**config.mk**
```make
export PLATFORM = sky130hd
export DESIGN_NAME = div_operand_queue
export DESIGN_NICKNAME = d
export VERILOG_FILES = /design/src/rtl/div_operand_queue.sv
export SDC_FILE = /design/constraint.sdc
export NUM_CORES = 1
export LEC_CHECK = 0
export CORE_MARGIN = 4
export CORE_UTILIZATION = 49
export DETAILED_ROUTE_END_ITERATION = 6
export GPL_TIMING_DRIVEN = 1
export MAX_ROUTING_LAYER = met4
export PLACE_DENSITY = 0.85
export REMOVE_ABC_BUFFERS = 1
export SYNTH_ARGS = -nofsm -noshare
export SYNTH_HDL_FRONTEND = slang
export SYNTH_SLANG_ARGS = --single-unit
```
**constraint.sdc**
```tcl
create_clock -name clk -period 2.2 [get_ports clk]
set_input_delay 0.33 -clock clk [delete_from_list [all_inputs] [get_ports clk]]
set_output_delay 0.33 -clock clk [all_outputs]
set_load 0.03 [all_outputs]
```
**src/rtl/div_operand_queue.sv**
```systemverilog
// div_operand_queue: first-word-fall-through operand FIFO in front of the signed
// divider. Each pair is tagged with divide-by-zero and overflow flags at enqueue.
// Optional build macro: DIV_ZERO_DROP_EN -- zero-divisor pairs are accepted but
// discarded (still counted in err_cnt); out_dz then always reads 0.
module div_operand_queue #(
   parameter int unsigned DEPTH = 4,
   parameter int unsigned W     = 4
) (
   input  logic                     clk,
   input  logic                     rst,
   input  logic                     in_valid,
   output logic                     in_ready,
   input  logic [W-1:0]             in_dividend,
   input  logic [W-1:0]             in_divisor,
   output logic                     out_valid,
   input  logic                     out_ready,
   output logic [W-1:0]             out_dividend,
   output logic [W-1:0]             out_divisor,
   output logic                     out_dz,
   output logic                     out_ovf,
   output logic [$clog2(DEPTH):0]   count,
   output logic [7:0]               err_cnt
);

   localparam int unsigned AW = $clog2(DEPTH);
   localparam int unsigned CW = AW + 1;

   typedef struct packed {
      logic [W-1:0] dividend;
      logic [W-1:0] divisor;
      logic         dz;
      logic         ovf;
   } entry_t;

   entry_t        mem [DEPTH];
   entry_t        head;
   entry_t        wr_entry;
   logic [AW-1:0] wr_ptr;
   logic [AW-1:0] rd_ptr;
   logic          in_zero;
   logic          in_ovf;
   logic          push_hs;
   logic          pop_hs;
   logic          wr_en;

   // Enqueue-time flag generation, handshake decode and write qualification
   always_comb begin
      in_zero  = (in_divisor == '0);
      in_ovf   = (in_dividend == {1'b1, {(W-1){1'b0}}}) && (in_divisor == '1);
      in_ready = (count != CW'(DEPTH));
      out_valid = (count != '0);
      push_hs  = in_valid && in_ready;
      pop_hs   = out_valid && out_ready;
      wr_entry.dividend = in_dividend;
      wr_entry.divisor  = in_divisor;
      wr_entry.ovf      = in_ovf;
`ifdef DIV_ZERO_DROP_EN
      // zero-divisor pairs are never stored, so the stored dz bit is always 0
      wr_entry.dz = 1'b0;
      wr_en       = push_hs && !in_zero;
`else
      wr_entry.dz = in_zero;
      wr_en       = push_hs;
`endif
   end

   // Entry storage; cleared on reset so the masked head never exposes stale data
   always_ff @(posedge clk) begin
      if (rst) begin
         for (int unsigned i = 0; i < DEPTH; i++) begin
            mem[i] <= '0;
         end
      end else if (wr_en) begin
         mem[wr_ptr] <= wr_entry;
      end
   end

   // Pointers and occupancy; full/empty are taken from count, pointers wrap freely
   always_ff @(posedge clk) begin
      if (rst) begin
         wr_ptr <= '0;
         rd_ptr <= '0;
         count  <= '0;
      end else begin
         if (wr_en) begin
            wr_ptr <= wr_ptr + AW'(1);
         end
         if (pop_hs) begin
            rd_ptr <= rd_ptr + AW'(1);
         end
         count <= count + CW'(wr_en) - CW'(pop_hs);
      end
   end

   // Saturating count of accepted zero-divisor pairs (dropped or not)
   always_ff @(posedge clk) begin
      if (rst) begin
         err_cnt <= '0;
      end else if (push_hs && in_zero && (err_cnt != 8'hFF)) begin
         err_cnt <= err_cnt + 8'd1;
      end
   end

   // Head presentation straight from storage, masked to zero while empty
   always_comb begin
      head         = mem[rd_ptr];
      out_dividend = out_valid ? head.dividend : '0;
      out_divisor  = out_valid ? head.divisor  : '0;
      out_dz       = out_valid && head.dz;
      out_ovf      = out_valid && head.ovf;
   end

endmodule

```
* After elaboration in Yosys (flattened, before gate mapping)
Memory sizes are Yosys's and may differ from the RTL's. A register that Yosys moved wholly into a read port is not among the register bits. Cells that the tools add are included.
Cells by class: mux-type cells 12, add/subtract/negate cells 5, eq/ne operators 4, reductions and logical operators 10
Operators by type and width (count):
- $mux W10 | 1
- $reduce_or A10 Y1 | 1
- $add A8 B1 Y8 const B | 1
- $eq A4 B4 Y1 const B | 2
- $mux W4 | 2
- $ne A8 B8 Y1 const B | 1
- $logic_and A1 B1 Y1 | 7
- $mux W1 | 6
- $mux W2 | 3
- $add A2 B1 Y2 const B | 2
- $logic_not A4 Y1 | 1
- $add A3 B1 Y3 | 1
- $ne A3 B3 Y1 const B | 1
- $reduce_bool A3 Y1 | 1
- $sub A3 B1 Y3 | 1
Word-level totals: bits of input ports 12, memories kept 1, flip-flop bits (word level) 15, word-level logic and storage cells 36, output and inout bits 23, memory bits (writable) 40
Memories:
- mem | depth 4, width 10, rd ports 1, clocked after memory_dff 1, write ports 4, line 35 | entry_t mem [DEPTH];

* Longest topological paths before layout
Gate-level depths: netlist of run 1.
depth in word-level cells 7, gate-level depth with buffers 10, mapped depth without buffers 9

* Worst setup path after synthesis of run 1
OpenSTA, ideal clock, no wires.
kind register -> register, start register count[2], end register count[2], required time 2083 ps, data arrival time 2358 ps, setup time 117 ps, clock period less this slack 2475 ps, stages on the path, launching flop included 11, buffers on the path 1, setup slack -275 ps, path through dfxtp_1 or3b_1 clkbuf_2 nand2_1 ha_1 inv_1 ha_1 fa_1 xnor2_1 xnor2_1 nor2_1
On the way: word-level cells in the longest chain between the ends 4, elaborated cells between the ends (all ways) 6, those cells by class add/sub: 2; eq/ne: 1; reduce/logical: 3
Ends and longest elaborated chain:
- start, declared | line 21 | output logic [$clog2(DEPTH):0] count,
- start signal, assigned | line 91 | count <= count + CW'(wr_en) - CW'(pop_hs);
- $ne A3 B3 Y1 | line 50 | in_ready = (count != CW'(DEPTH));
- named net in_ready | line 12 | output logic in_ready,
- $logic_and A1 B1 Y1 | line 52 | push_hs = in_valid && in_ready;
- $add A3 B1 Y3 | line 91
- $sub A3 B1 Y3 | line 91
The timed path passes the listed nets, and every way through them passes these cells. A chain may end at the register's enable or synchronous reset.

* Final worst setup path of run 1
start register count[0], end register count[2]
On the way: elaborated cells between the ends (all ways) 6, those cells by class add/sub: 2; eq/ne: 1; reduce/logical: 3
RTL lines:
- $reduce_bool A3 Y1 | line 51 | out_valid = (count != '0);
- $logic_and A1 B1 Y1 | line 53 | pop_hs = out_valid && out_ready;
- named net pop_hs | line 43 | logic pop_hs;
- $sub A3 B1 Y3 | line 91
The timed path passes the listed nets, and every way through them passes these cells.

==> run summary, run 1 <==
The area of the die came out at 0.00669 mm^2. The synthesized netlist occupies a cell area of 0.00267 mm^2. For this run, global-route usage on met3 was measured as 4.82%. By area the synthesized netlist is led by edfxtp_1, dfxtp_1, and2_1. The layout net count came out at around 280. The part of the cycle the worst path needs came out at 97.3%. The number of inserted diodes is 0. The final layout contains routed wiring with a total length of between 5000 and 6000 um. The timing-limited maximum frequency is between 400 and 500 MHz.

The vias per cell came out at ~5.2. The number of detailed-route iterations in the first pass came out at 4. For this design the static power due to leakage is roughly 1.2 nW. Dividing the detail-routed wire length by the instance count gives 16.1 um. STA puts the critical path data required time at between 2 and 2.5 ns. The number of flops mapped to enable cells by yosys came out at 40.

The met2 global-route usage came out at around a third. For this run, the leading register cell type out of synthesis is edfxtp_1. Row generation in the floorplan step produced 26 rows.

The global-route met1 utilization is a little over a fifth. The number of violations reported at the end of detailed-routing iteration 0 is 124. The async set-or-reset flop fraction in the synthesized netlist came out at 0%.

The die is slightly above 80 um wide. The tree built by TritonCTS fans out to 57 sinks. STA classifies the critical path startpoint as a flop. The proportion of netlist area held by the largest area contributor is between 40% and 50%. Routability-driven placement finished with a final weighted congestion of a little under 0.8. The die outline height came out at 81.8 um.

The multi-input gate area in the final layout came out at about 0.0011 mm^2. The post-synthesis to final-layout area growth came out at 27.7%. The max-slew violation count came out at 0. The total of warnings raised by yosys is 0. The mean cell area of the mapped netlist came out at about 13 um^2. By area, the combinational part of the netlist is dominated by simple AND/OR/NAND/NOR gates. The worst setup path is of the reg -> reg kind. Between clock sinks in the finished design, the worst skew comes to between 0.008 and 0.009 ns. The time the final worst path needs with I/O delays and setup is around 2.1 ns.

Dividing total power by cell area gives a power density of roughly 1000 mW/mm^2. The routing layer with the top usage in global route is met2. The half-perimeter wire length after detailed placement came out at between 3000 and 4000 um. The run finished with clean final reports. The total global routing track utilization came out at between 10% and 20%. Setup repair after global routing could not meet its margin everywhere. The internal power came out at 2.35 mW. The wire length of the first global-routing pass is approximately 9100 um. Leaving out fill and tap cells, the most frequent cell in the layout is edfxtp_1. The largest vdd supply drop is roughly 0.00047 V. The clock-pin transition on the worst setup and hold timing paths is about 0.06 ns. The highest net fanout along the worst path is 2. The cell sitting at the root of the clock tree is a clkbuf_8.

The area inside the core boundary is about 0.0052 mm^2. Counting along the longest clock path gives a buffer depth of 2. The number of filler instances in the final layout is 395.

For the worst setup path, the data arrival time is 2.35 ns. The final hold slack is between 0.5 and 0.6 ns. The clock tree synthesis step divided the H-tree into 3 levels. The transition time of the tightest slew-check pin came out at slightly below 0.5 ns. Synthesis inferred 57 register bits. The initial core utilization is approximately half. The max-cap violation count came out at 0. The worst hold path belongs to the class reg -> reg. The count of unique library cells instantiated by Yosys came out at 40. The type of element capturing the critical path is a flop.

The area occupied by registers is between 0.0015 and 0.002 mm^2. The CTS buffer count came out at 9. The part of the power in registers is 39.4%. Summed over all instances, the cell type with the most area after synthesis is edfxtp_1. The share of the Yosys chip area taken by registers is between 50 and 60%. In this run the tightest slew margin relative to its limit is approximately two thirds. The total negative slack for setup checks is 0 ns. For this block, the via count after detailed routing is 1768.

The switching power total came out at approximately 1.1 mW. The I/O pin total came out at 35. The number of global-route vias before repair is 1870. The total congestion overflow is 0. The quantity of I/O buffers inserted on ports is 34. The post-synthesis share of cell area spent on full adders, half adders and majority gates is between 2 and 2.5%. The clock network fraction of design power is 26.4%. The cell count after synthesis came out at 204. The fraction of power spent switching nets came out at 31.0%. Setup violations remaining at the end of the flow were counted as 0. Once detail routing completed, the nets flagged for antenna violations numbered 0.

The DRC violation count after routing came out at 0. The number of hold-slack violations in the final timing report is 0. The initial antenna violation count was 0. The share of total power in combinational logic is 34.2%. In the layout the commonest cells are edfxtp_1, and2_1, clkdlybuf4s50_1, buf_4, dfxtp_1.

The CTS tree is done. The latest clock arrival within the worst-skew pair came out at 0.32 ns. The synthesized-area fraction occupied by ao, oa, aoi and oai cells came out at ~4%.

The proportion of synthesized area in mux cells came out at ~8.4%. The synthesized netlist devotes around 23% of its cell area to simple gates. Summing the areas of all xor and xnor instances in the mapped netlist gives about 2% of the synthesized area. The proportion of layout cells with a drive suffix above 1 came out at between 30% and 40%.

Entering global routing, the biggest net connects 24 pins.
==> final timing paths <==
path,start,end,slack (ns),depth (start not counted)
max,count[0],count[2],0.06,9
min,err_cnt[1],err_cnt[1],0.53,2
max reg2reg,count[0],count[2],0.06,9
min reg2reg,err_cnt[1],err_cnt[1],0.53,2
==> timing repair <==
| item | in CTS | in global routing |
|---|---|---|
| endpoints found under the setup margin | 12 | 12 |
| gates resized for setup | 16 | 30 |
| hold buffers | 0 | 0 |
| setup buffers | 0 | 0 |
| pin swaps | 2 | 8 |
==> sequential cells by signal (all words and copies together) (netlist names), named ones only <==
register,count
wr_ptr,2
err_cnt,8
mem,40
count,3
rd_ptr,2
==> cells in the mapped netlist, types with 2 or more instances <==
cell	number
xor2_1	3
and2_2	6
or3_2	2
buf_2	2
mux4_2	10
o21ai_0	4
nor2b_1	3
clkbuf_8	2
nor3_1	4
nor2_1	11
nor4_1	3
dfxtp_1	17
a21oi_1	6
o31ai_1	2
xnor2_1	3
ha_1	3
nand2_1	3
nand4_1	2
edfxtp_1	40
inv_1	6
nand2b_1	2
and2_1	39
or2_2	4
or4_1	4
clkbuf_1	2
nand3_1	7
==> final cells by class <==
class	instances	area share [%]
clock inverters	4	1.29
well taps	70	2.57
flip-flops and latches	57	45.3
multi-input cells	133	32.3
clock buffers	12	3.97
inverters	6	0.661
repair buffers	55	13.9
==> power by group through the flow <==
stage	combinational [mW]	sequential [mW]	clock, mW
floorplan	0.603	1.42	0
global placement	1.16	1.35	0
detailed placement	1.17	1.36	0
CTS	1.13	1.34	0.916
global route	1.26	1.35	0.964
finish	1.16	1.34	0.897
==> logic make-up after synthesis <==
| logic type | after synthesis |
|---|---|
| and+or+nand+nor | 97 |
| DFF | 57 |
| adders and majority gates | 4 |
| AOI/OAI and AO/OA | 16 |
| muxes | 10 |
| buffers and inverters | 14 |
| xor gates and xnor gates | 6 |
==> worst max-delay path, cell delays in order (launching register included) <==
cell	delay [ns]
dfxtp_2	0.32
or3_4	0.38
and2_4	0.16
ha_4	0.25
inv_2	0.03
ha_4	0.15
fa_2	0.36
xnor2_2	0.17
xnor2_1	0.13
nor2_1	0.06
==> routing by layer <==
| metal | vias up | routed length, um |
|---|---|---|
| met5 | - | 0 |
| met4 | 0 | 101 |
| met3 | 7 | 244 |
| met2 | 46 | 2790 |
| met1 | 854 | 2280 |
| li1 | 861 | - |
==> metrics by stage <==
| step | area, um^2 | setup WS (ns) | util [%] | instances | total power, mW |
|---|---|---|---|---|---|
| 2_1_floorplan | 2610 | -0.418 | - | 196 | 2.03 |
| 3_3_place_gp | 3220 | -0.0440 | 61.9 | 321 | 2.51 |
| 3_5_place_dp | 3220 | -0.104 | 61.9 | 321 | 2.53 |
| 4_1_cts | 3400 | 0.00522 | 65.3 | 337 | 3.39 |
| 5_1_grt | 3410 | -0.0297 | 65.4 | 337 | 3.58 |
| 6_report | 3410 | 0.0592 | 65.4 | 337 | 3.41 |
Power figures use the tool's default switching activity.
==> inputs of run 2 (changes only) <==
- RECOVER_POWER: not set -> 25
- SKIP_CTS_REPAIR_TIMING: not set -> 1
==> run 2 against run 1 <==
  * Clock skew is 0.0011 ns lower
  * Wire length is 1.4% higher
  * Setup slack worse by 0.017 ns
  * Design area is 2.3% higher
  * Core utilization is 1.5 points higher
  * Sequential cell count stayed put
  * Critical path depth stayed put
  * Final cell count stayed put
  * Critical path type unchanged
  * Via count is 0.68% lower
  * Largest cell class unchanged
  * Total power is 2.0% higher
  * Sequential power hardly changed
==> run summary, run 2 (same netlist as run 1, synthesis figures left out) <==
The flow ran to the end, and the final reports show no timing, DRC or antenna violations. The clock-pin transition on the worst setup and hold timing paths is around 0.06 ns. The flip-flop count of the largest register after layout came out at 40.

Among all stages on the critical path, the largest delay is contributed by or3_4. The total global routing track utilization is a little under a fifth. The layout net count is 278. The initial antenna violation count is 0. The area occupied by registers is about 0.0015 mm^2. In this run the horizontal extent of the chip is 81.8 um.

The die outline height came out at a little over 80 um. For the worst setup path, the data required time is ~2.4 ns. The power density over the cells came out at roughly 1000 mW/mm^2. The type of element capturing the critical path is a flop.

The critical path is of the reg -> reg type. Before antenna repair, the detailed router went through 4 iterations. The highest net fanout along the worst path came out at 2. The post-synthesis to final-layout area growth is 30.6%. The number of setup violations in the final report is 0. The switching power total came out at roughly 1.1 mW. In the routed design, unresolved DRC markers number 0. Among the stages of the critical path, the cell type that occurs most often is ha_4. The wire length of the first global-routing pass is between 9000 and 10000 um.

The first routing iteration left 133 violations. The max-slew violation count was 0. The top cell family by delay on the critical path is adder cells. The overall power came out at about 3.5 mW. The relative max-transition margin is between 60% and 70%. STA classifies the critical path startpoint as a flop. The die covers 0.00669 mm^2.

The CTS buffer count came out at 9. The quantity of I/O buffers inserted on ports came out at 34. After filler insertion, the fill cell instance count of the layout stands at slightly below 400.

The total congestion overflow is 0. In the layout the commonest cells are edfxtp_1, and2_1, clkdlybuf4s50_1, buf_4, dfxtp_1. The largest net degree at the start of global routing came out at 24. In the routed layout, each cell is associated on average with a via count of about 5.2. The number of global-route vias before repair is approximately 1900.

After detailed routing, the average wire length per cell comes to roughly 16 um. TritonCTS built the clock tree. The final weighted congestion in routability-driven placement is roughly 0.8.

The sum of routed wire length over all layers is 5490 um. The max-cap violation count is 0. In this run the deepest clock path goes through 2 buffers. The largest single stage delay on the critical path is 0.38 ns. The internal power is 2.42 mW.

The time the final worst path needs with I/O delays and setup came out at between 2 and 2.5 ns. The signal on the critical path passes through or3_4 > and2_4 > ha_4 > inv_2 > ha_4 > fa_2 > xnor2_2 > xnor2_1 > nor2_1. The I/O pin total came out at 35. The latest clock arrival within the worst-skew pair came out at between 0.3 and 0.4 ns.

The summed area of non-filler cells in the final layout came out at ~0.0035 mm^2. Based on the critical path, the design can be clocked at up to 463 MHz. In this run the clock root is driven by a clkbuf_8. The proportion of layout cells with a drive suffix above 1 is a little over a quarter. The total clock sinks came out at 57. The part of the cycle the worst path needs came out at just under 100%. The clock network fraction of design power came out at approximately a quarter. The type of the worst min-delay path is reg -> reg.

The final antenna-violating net count is 0. In the final layout, the registers with the most flip-flops are mem x40, err_cnt x8, count x3. The floorplan step defined a core boundary enclosing 0.00520 mm^2.

Combinational cells account for 35.5% of the total power. Summed over all cells, the static leakage comes to approximately 1.4 nW. Setup repair after global routing could not meet its margin everywhere.

Detailed routing inserted a total of between 1500 and 2000 vias. The data arrival at the endpoint of the critical path came out at roughly 2.4 ns. The largest vdd supply drop is ~0.00047 V. Sequential cells burn roughly two fifths of the power. The initial core utilization came out at between 50% and 60%.

The maximum clock skew at final layout came out at a little under 0.008 ns. The most common library cell in the layout ignoring fill and taps is edfxtp_1. The number of inserted diodes is 0. The transition time of the tightest slew-check pin came out at about 0.49 ns. The H-tree was split into 3 levels. The number of hold-slack violations in the final timing report came out at 0. Counting both buffers and inverters, the worst setup path holds a total of 1.

After legalization and detailed placement, the total HPWL measured 3680 um. In the final layout, the multi-input gates occupy ~0.0011 mm^2. The post-place instance area is approximately 0.0032 mm^2.

The floorplan row count is 26. The register ranked first by flip-flop count is mem. The fraction of power spent switching nets is between 30% and 40%. The setup check on the worst reg-to-reg path leaves a slack of between 0.04 and 0.05 ns.
-- run 2: cell types whose count changed in the layout (fill, tap and decap cells not counted), sizes merged --
cell / previous run / this run
buf: 22 / 21
dlymetal6s2s: 0 / 11
dlygate4sd2: 1 / 0
clkbuf: 21 / 12
-- run 2: final timing paths --
check	start	endpoint	cells past startpoint
worst min-delay path	err_cnt[1]	err_cnt[1]	2
worst min register to register	err_cnt[1]	err_cnt[1]	2
worst max-delay path	count[2]	count[2]	9
worst max register to register	count[2]	count[2]	9
-- run 2: cell type report --
type	count	share of cell area [%]
Sequential cell	57	44.3
Multi-Input combinational cell	133	31.6
Timing Repair Buffer	55	15.8
Clock buffer	12	3.88
Tap cell	70	2.51
Clock inverter	4	1.26
Inverter	6	0.647
-- run 2: power by group through the flow --
| stage | Clock (mW) | Sequential [mW] | Combinational, mW |
|---|---|---|---|
| final | 0.897 | 1.34 | 1.23 |
| after global routing | 0.967 | 1.35 | 1.33 |
| after CTS | 0.916 | 1.34 | 1.18 |
| after detailed placement | 0 | 1.36 | 1.17 |
| after global placement | 0 | 1.35 | 1.16 |
| after floorplan | 0 | 1.42 | 0.603 |
-- run 2: worst min-delay path, cell delays in order, from the launching register on --
cell     delay [ns]
dfxtp_1        0.33
o21ai_0        0.08
a21oi_1        0.07
-- run 2: through the flow --
step                      setup TNS (ns)  setup slack [ns]  hold slack (ns)  instances  util [%]
final                                  0            0.0419            0.525        337      66.9
after global routing             -0.0498           -0.0498            0.557        337      66.9
after CTS                          -2.45            -0.260            0.525        337      65.4
after detailed placement          -0.171            -0.104            0.509        321      61.9
after global placement           -0.0440           -0.0440            0.486        321      61.9
after floorplan                    -2.55            -0.418            0.399        196         -
-- run 2: layer usage --
layer / part of all wire [%] / up-vias / track usage (%)
li1: - / 861 / -
met4: 1.3 / 0 / 6.48
met3: 4.7 / 5 / 4.82
met1: 41 / 851 / 21.7
met2: 53 / 39 / 32.6
met5: 0 / - / -
